## src/rtl/hub75_rx.sv

```systemverilog
// hub75_rx: HUB75 panel-interface receiver. Oversamples the panel lines on
// clk_in, rebuilds each shifted row pair into a column word at every latch
// pulse and delivers it on a valid/ready/last stream through a small FIFO.
// Optional build macro HUB75_RX_OE_COUNT_EN adds m_ton_cycles, the number of
// clk_in cycles with OE active during the row.
module hub75_rx #(
  parameter int NUM_COLS   = 64,
  parameter int ADDR_W     = 5,
  parameter int FIFO_DEPTH = 2
) (
  input  logic                    clk_in,
  input  logic                    rst_in,
  input  logic                    hub75_clk,
  input  logic                    hub75_latch,
  input  logic                    hub75_OE,
  input  logic [ADDR_W-1:0]       hub75_addr,
  input  logic [2:0]              hub75_rgb0,
  input  logic [2:0]              hub75_rgb1,
  output logic [3*NUM_COLS-1:0]   m_tdata_rgb0,
  output logic [3*NUM_COLS-1:0]   m_tdata_rgb1,
  output logic [ADDR_W-1:0]       m_taddr,
  output logic                    m_tcount_err,
`ifdef HUB75_RX_OE_COUNT_EN
  output logic [15:0]             m_ton_cycles,
`endif
  output logic                    m_tvalid,
  input  logic                    m_tready,
  output logic                    m_tlast,
  output logic                    overflow
);

  localparam int DW = 3 * NUM_COLS;
  localparam int CW = $clog2(NUM_COLS) + 1;
  localparam int PW = $clog2(FIFO_DEPTH);
`ifdef HUB75_RX_OE_COUNT_EN
  localparam int WW = 2 * DW + ADDR_W + 2 + 16;
`else
  localparam int WW = 2 * DW + ADDR_W + 2;
`endif

  // Synchroniser chains: [0] first stage, [1] synced value, [2] edge copy.
  logic [2:0]        clk_sy;
  logic [2:0]        latch_sy;
  logic [ADDR_W-1:0] addr_sy1, addr_sy2;
  logic [2:0]        rgb0_sy1, rgb0_sy2;
  logic [2:0]        rgb1_sy1, rgb1_sy2;

  logic              clk_rise;
  logic              latch_rise;
  logic              latch_pend;

  logic [DW-1:0]     shift_reg0, shift_reg1;
  logic [CW-1:0]     pix_cnt;

  logic [WW-1:0]     word_in;
  logic [WW-1:0]     mem [FIFO_DEPTH];
  logic [WW-1:0]     head;
  logic [PW:0]       wr_ptr, rd_ptr;
  logic              full, push, pop, wr_en;

  // Two-flop synchronisers plus a third copy for edge detection
  always_ff @(posedge clk_in or posedge rst_in) begin
    if (rst_in) begin
      clk_sy   <= '0;
      latch_sy <= '0;
      addr_sy1 <= '0;
      addr_sy2 <= '0;
      rgb0_sy1 <= '0;
      rgb0_sy2 <= '0;
      rgb1_sy1 <= '0;
      rgb1_sy2 <= '0;
    end else begin
      clk_sy   <= {clk_sy[1:0], hub75_clk};
      latch_sy <= {latch_sy[1:0], hub75_latch};
      addr_sy1 <= hub75_addr;
      addr_sy2 <= addr_sy1;
      rgb0_sy1 <= hub75_rgb0;
      rgb0_sy2 <= rgb0_sy1;
      rgb1_sy1 <= hub75_rgb1;
      rgb1_sy2 <= rgb1_sy1;
    end
  end

  assign clk_rise   = clk_sy[1] & ~clk_sy[2];
  assign latch_rise = latch_sy[1] & ~latch_sy[2];

  // Register the latch edge; the word is formed one cycle later so that a
  // pixel clocked in the same cycle as the latch edge is already shifted in
  // and counted, while a pixel in the push cycle belongs to the next row.
  always_ff @(posedge clk_in or posedge rst_in) begin
    if (rst_in) latch_pend <= 1'b0;
    else        latch_pend <= latch_rise;
  end

  // Pixel shift registers and saturating pixel counter
  always_ff @(posedge clk_in or posedge rst_in) begin
    if (rst_in) begin
      shift_reg0 <= '0;
      shift_reg1 <= '0;
      pix_cnt    <= '0;
    end else begin
      if (clk_rise) begin
        shift_reg0 <= {shift_reg0[DW-4:0], rgb0_sy2};
        shift_reg1 <= {shift_reg1[DW-4:0], rgb1_sy2};
      end
      if (latch_pend)
        pix_cnt <= clk_rise ? CW'(1) : '0;
      else if (clk_rise && pix_cnt != CW'(NUM_COLS + 1))
        pix_cnt <= pix_cnt + CW'(1);
    end
  end

`ifdef HUB75_RX_OE_COUNT_EN
  logic [1:0]  oe_sy;
  logic [15:0] on_cnt;

  // OE synchroniser and saturating on-time counter, restarted per row
  always_ff @(posedge clk_in or posedge rst_in) begin
    if (rst_in) begin
      oe_sy  <= '0;
      on_cnt <= '0;
    end else begin
      oe_sy <= {oe_sy[0], hub75_OE};
      if (latch_pend)
        on_cnt <= oe_sy[1] ? 16'd0 : 16'd1;
      else if (!oe_sy[1] && on_cnt != '1)
        on_cnt <= on_cnt + 16'd1;
    end
  end

  assign word_in = {on_cnt, shift_reg1, shift_reg0, addr_sy2,
                    (pix_cnt != CW'(NUM_COLS)), &addr_sy2};
`else
  logic unused_oe;
  assign unused_oe = hub75_OE;

  assign word_in = {shift_reg1, shift_reg0, addr_sy2,
                    (pix_cnt != CW'(NUM_COLS)), &addr_sy2};
`endif

  assign push  = latch_pend;
  assign pop   = m_tvalid & m_tready;
  assign full  = (wr_ptr - rd_ptr) == (PW + 1)'(FIFO_DEPTH);
  assign wr_en = push & (~full | pop);

  // FIFO pointers and sticky overflow flag
  always_ff @(posedge clk_in or posedge rst_in) begin
    if (rst_in) begin
      wr_ptr   <= '0;
      rd_ptr   <= '0;
      overflow <= 1'b0;
    end else begin
      if (wr_en) wr_ptr <= wr_ptr + (PW + 1)'(1);
      if (pop)   rd_ptr <= rd_ptr + (PW + 1)'(1);
      if (push && full && !pop) overflow <= 1'b1;
    end
  end

  // FIFO storage; contents are only observed through the valid-gated head
  always_ff @(posedge clk_in) begin
    if (wr_en) mem[wr_ptr[PW-1:0]] <= word_in;
  end

  // Head of FIFO drives the stream fields, forced to zero when empty
  always_comb begin
    m_tvalid     = (wr_ptr != rd_ptr);
    head         = m_tvalid ? mem[rd_ptr[PW-1:0]] : '0;
    m_tlast      = head[0];
    m_tcount_err = head[1];
    m_taddr      = head[ADDR_W+1:2];
    m_tdata_rgb0 = head[DW+ADDR_W+1:ADDR_W+2];
    m_tdata_rgb1 = head[2*DW+ADDR_W+1:DW+ADDR_W+2];
`ifdef HUB75_RX_OE_COUNT_EN
    m_ton_cycles = head[WW-1:WW-16];
`endif
  end

endmodule

```

## config.mk

```make
export PLATFORM = sky130hd
export DESIGN_NAME = hub75_rx
export DESIGN_NICKNAME = d
export VERILOG_FILES = /design/src/rtl/hub75_rx.sv
export SDC_FILE = /design/constraint.sdc
export NUM_CORES = 2
export LEC_CHECK = 0
export CORE_AREA = 5 5 276 278
export CTS_CLUSTER_DIAMETER = 100
export CTS_CLUSTER_SIZE = 12
export DETAILED_ROUTE_END_ITERATION = 10
export DIE_AREA = 0 0 281 283
export PLACE_DENSITY = 0.85
export REMOVE_ABC_BUFFERS = 1
export SLEW_MARGIN = 25
export SYNTH_ARGS = -nofsm -noshare
export SYNTH_HDL_FRONTEND = slang
export SYNTH_SLANG_ARGS = --single-unit
```

## constraint.sdc

```tcl
create_clock -name clk_in -period 54.3 [get_ports clk_in]
set_input_delay 16.29 -clock clk_in [delete_from_list [all_inputs] [get_ports clk_in]]
set_output_delay 16.29 -clock clk_in [all_outputs]
set_load 0.01 [all_outputs]
```

==> results.yml <==
status:
  status: "completed"
drt:
  met3WireLength_um: 5730
  vias: 26300
  route.detailed.drc: 0
  viasPerCell: 5.46
  routed_wl_um: 93600
  top_layer_used: "met4"
  drtAntennaViolNets: 0
  wl_per_cell_um: 19.4
  drt-initial-drc-count: 2298
  met1_length_um: 35300
  dr_wl_met2_um: 49200
  drtPass1Iterations: 6
die:
  rows: 100
  die_area_um2: 79500
  top_level_ports: 410
  dieWidth_um: 281
  start_util: 0.611
  fp.dieH_um: 283
  coreArea_um2: 73700
clocking:
  cts_setup_buffers: 0
  cts.path.max_buffers: 3
  insertion_delay_ns: 0.66
  cts_tree: "done"
  clkSinkCount: 1207
  numCtsBuffers: 110
  ctsHoldBuffers: 0
  path_clk_slew_ns: 0.06
  cts.root.buffer_cell: "clkbuf_16"
  cts_resized: 0
  cts.htree.levels: 3
synthesis:
  yosys_register_bits: 1207
  avgSynthCellArea_um2: 13.3
  seq_area_frac_synth: 0.757
  synth_area_leaders: "edfxtp_1 (52%), dfrtp_1 (24%), nand2_1 (9.7%)"
  synth_top_area_share: 0.521
  synth_top_flop_cell: "edfxtp_1"
  ys.warnings.count: 0
  syn_inst: 3381
  post-synth-top-count-cell: "nand2_1"
  netlist_top_cells_count: "nand2_1 (1160), edfxtp_1 (782), dfrtp_1 (425)"
  syn_area_um2: 45100
  async_flop_share: 0.352
  ys_types: 34
  synth_largest_area_cell: "edfxtp_1"
  synth_enable_flop_cells: 782
place:
  dpl-instance-area_um2: 49900
  globalplace.congestion: 0.765
  portBuffers: 408
  dp_hpwl_um: 52700
  pre_cts_ws_ns: 32.86
  dp_cells: 4614
worst_hold_path:
  worst_hold_path.endpoint: "addr_sy2[2]$_DFF_PP0_"
  min_from: "addr_sy1[2]$_DFF_PP0_"
  min_delay_path_depth: 0
  worstHoldPathType: "flip-flop to flip-flop"
finish:
  n_antenna_cell: 0
  stdcell_area_um2: 53200
  drive_gt1_frac: 0.0426
  final_core_util: 0.722
  seqCellArea_um2: 34100
  syn_to_final_growth_pct: 18.1
  fillCellCount: 4491
  nets: 3780
  fin_cells: 4822
  multi_input_area_um2: 10200
setup_path:
  crit_fanout: 58
  arrival_ns: 5.82
  critPathKind: "flip-flop to primary output"
  r2r_start: "rd_ptr[0]$_DFFE_PP0N_"
  ff2ff_setup_slack_ns: 49.41
  cpPeakStageDelay_ns: 0.91
  crit_path_top_delay_cell: "buf_4"
  end_kind: "primary output"
  r2r_cells: 6
  worstPathRequired_ns: 38.01
  path_cells: "buf_4, buf_4, buf_4, buf_4, mux2i_1, nor2_1, clkdlybuf4s50_1"
  path_common_cell: "buf_4"
  start_kind: "flip-flop"
  r2r-end: "mem[1][233]$_DFFE_PP_"
power:
  total_power_mw: 2.99
  power_leakage_nw: 23.0
  irDropWorstVdd_mv: 0.0592
  p_per_area_nw_per_um2: 56.2
timing:
  post-route-min-period_ns: 22.11
  period_share: 0.407
  clock-skew-final_ns: 0.0309
  final_max_slew_viol_count: 0
  slew_headroom: 0.187
  hold_ws_ns: 0.347
  worstMarginPinSlew_ns: 1.22
  setup_ws_ns: 32.19
  final.setup.tns_ns: 0
  rsz0062_at_grt: "false"
  hold_viol_final: 0
  finalSetupViolations: 0
  max_freq_mhz: 45.2
grt:
  grt_pass1_vias: 26900
  grt_pass1_wl_um: 149000
  grt_start_max_net_pins: 192
  grt_overflow: 0
  grt_usage: 0.235
  antenna_found_initial: 0
flow_run:
  drv_cap: 0
[flip-flops by register name, indices dropped and copies added (netlist names), 3 cells and up]
name,cells
clk_sy,3
shift_reg1,192
mem,782
addr_sy2,5
pix_cnt,7
rgb0_sy1,3
rgb0_sy2,3
latch_sy,3
rgb1_sy1,3
shift_reg0,192
addr_sy1,5
rgb1_sy2,3
[critical path, delay by kind of cell, from the launching register on]
| kind | cells | cell delay [ns] |
|---|---|---|
| multiplexers | 1 | 0.17 |
| buffers and inverters | 5 | 3.77 |
| flip-flops | 1 | 0.85 |
| AND/OR/NAND/NOR | 1 | 0.23 |
[routing by layer]
layer / global-route usage / vias to the layer above
li1: - / 12200
met1: 0.303 / 13100
met2: 0.403 / 855
met3: 0.0449 / 191
met4: 0.0818 / 0
met5: 0 / -
[report_power, final]
group | internal (mW) | switching (mW)
Clock | 0.388 | 0.319
Sequential | 1.09 | 0.0424
Combinational | 0.531 | 0.615
Total | 2.01 | 0.977
[cell usage in the layout, fill, tap and decap left out, drive strengths merged]
cell type      instances
o31ai                  2
a21oi                  7
or4                    2
or3                    2
mux2i                392
nor2                 395
o21ai                  4
o311ai                 1
clkinvlp               1
nand2b                 5
a211o                  2
ha                     3
o211ai                 1
clkdlybuf4s50        408
nor4                   1
nand3b                 1
clkinv                 3
xor2                   2
or3b                   1
clkbuf               200
nand3                  3
xnor2                  2
nor3b                  1
nor4b                  1
mux2                   1
buf                   33
nand2               1160
dfrtp                425
nor2b                  4
edfxtp               782
nand4                  1
a21o                   1
inv                    6
[how the worst max path moves through the flow]
| stage | from | endpoint | slack, ns | cells after the start |
|---|---|---|---|---|
| floorplan | rd_ptr[0]$_DFFE_PP0N_ | m_tvalid | 16.82 | 3 |
| global placement | rd_ptr[0]$_DFFE_PP0N_ | m_tdata_rgb0[88] | 32.92 | 7 |
| detailed placement | rd_ptr[0]$_DFFE_PP0N_ | m_tdata_rgb0[88] | 32.86 | 7 |
| CTS | rd_ptr[0]$_DFFE_PP0N_ | m_tdata_rgb0[88] | 32.14 | 7 |
| global route | rd_ptr[0]$_DFFE_PP0N_ | m_tdata_rgb0[88] | 31.93 | 7 |
| finish | rd_ptr[0]$_DFFE_PP0N_ | m_tdata_rgb0[88] | 32.19 | 7 |
[logic make-up after synthesis]
group           count (synthesis)  share of synthesized area
flops                        1207                      0.757
buf+inv                       179                     0.0180
xor+xnor                        4                    0.00111
mux                           393                     0.0873
simple gates                 1577                      0.133
fa+ha+maj                       3                   0.000833
compound gates                 18                    0.00253
[cell type report]
type,count,share of cell area
tap,969,0.0228
clock inverter,5,0.00195
multi-input combinational,1995,0.191
clock buffer,200,0.0589
inverter,5,0.000494
timing repair buffer,441,0.0841
sequential,1207,0.641
(Power assumes the default switching activity.)
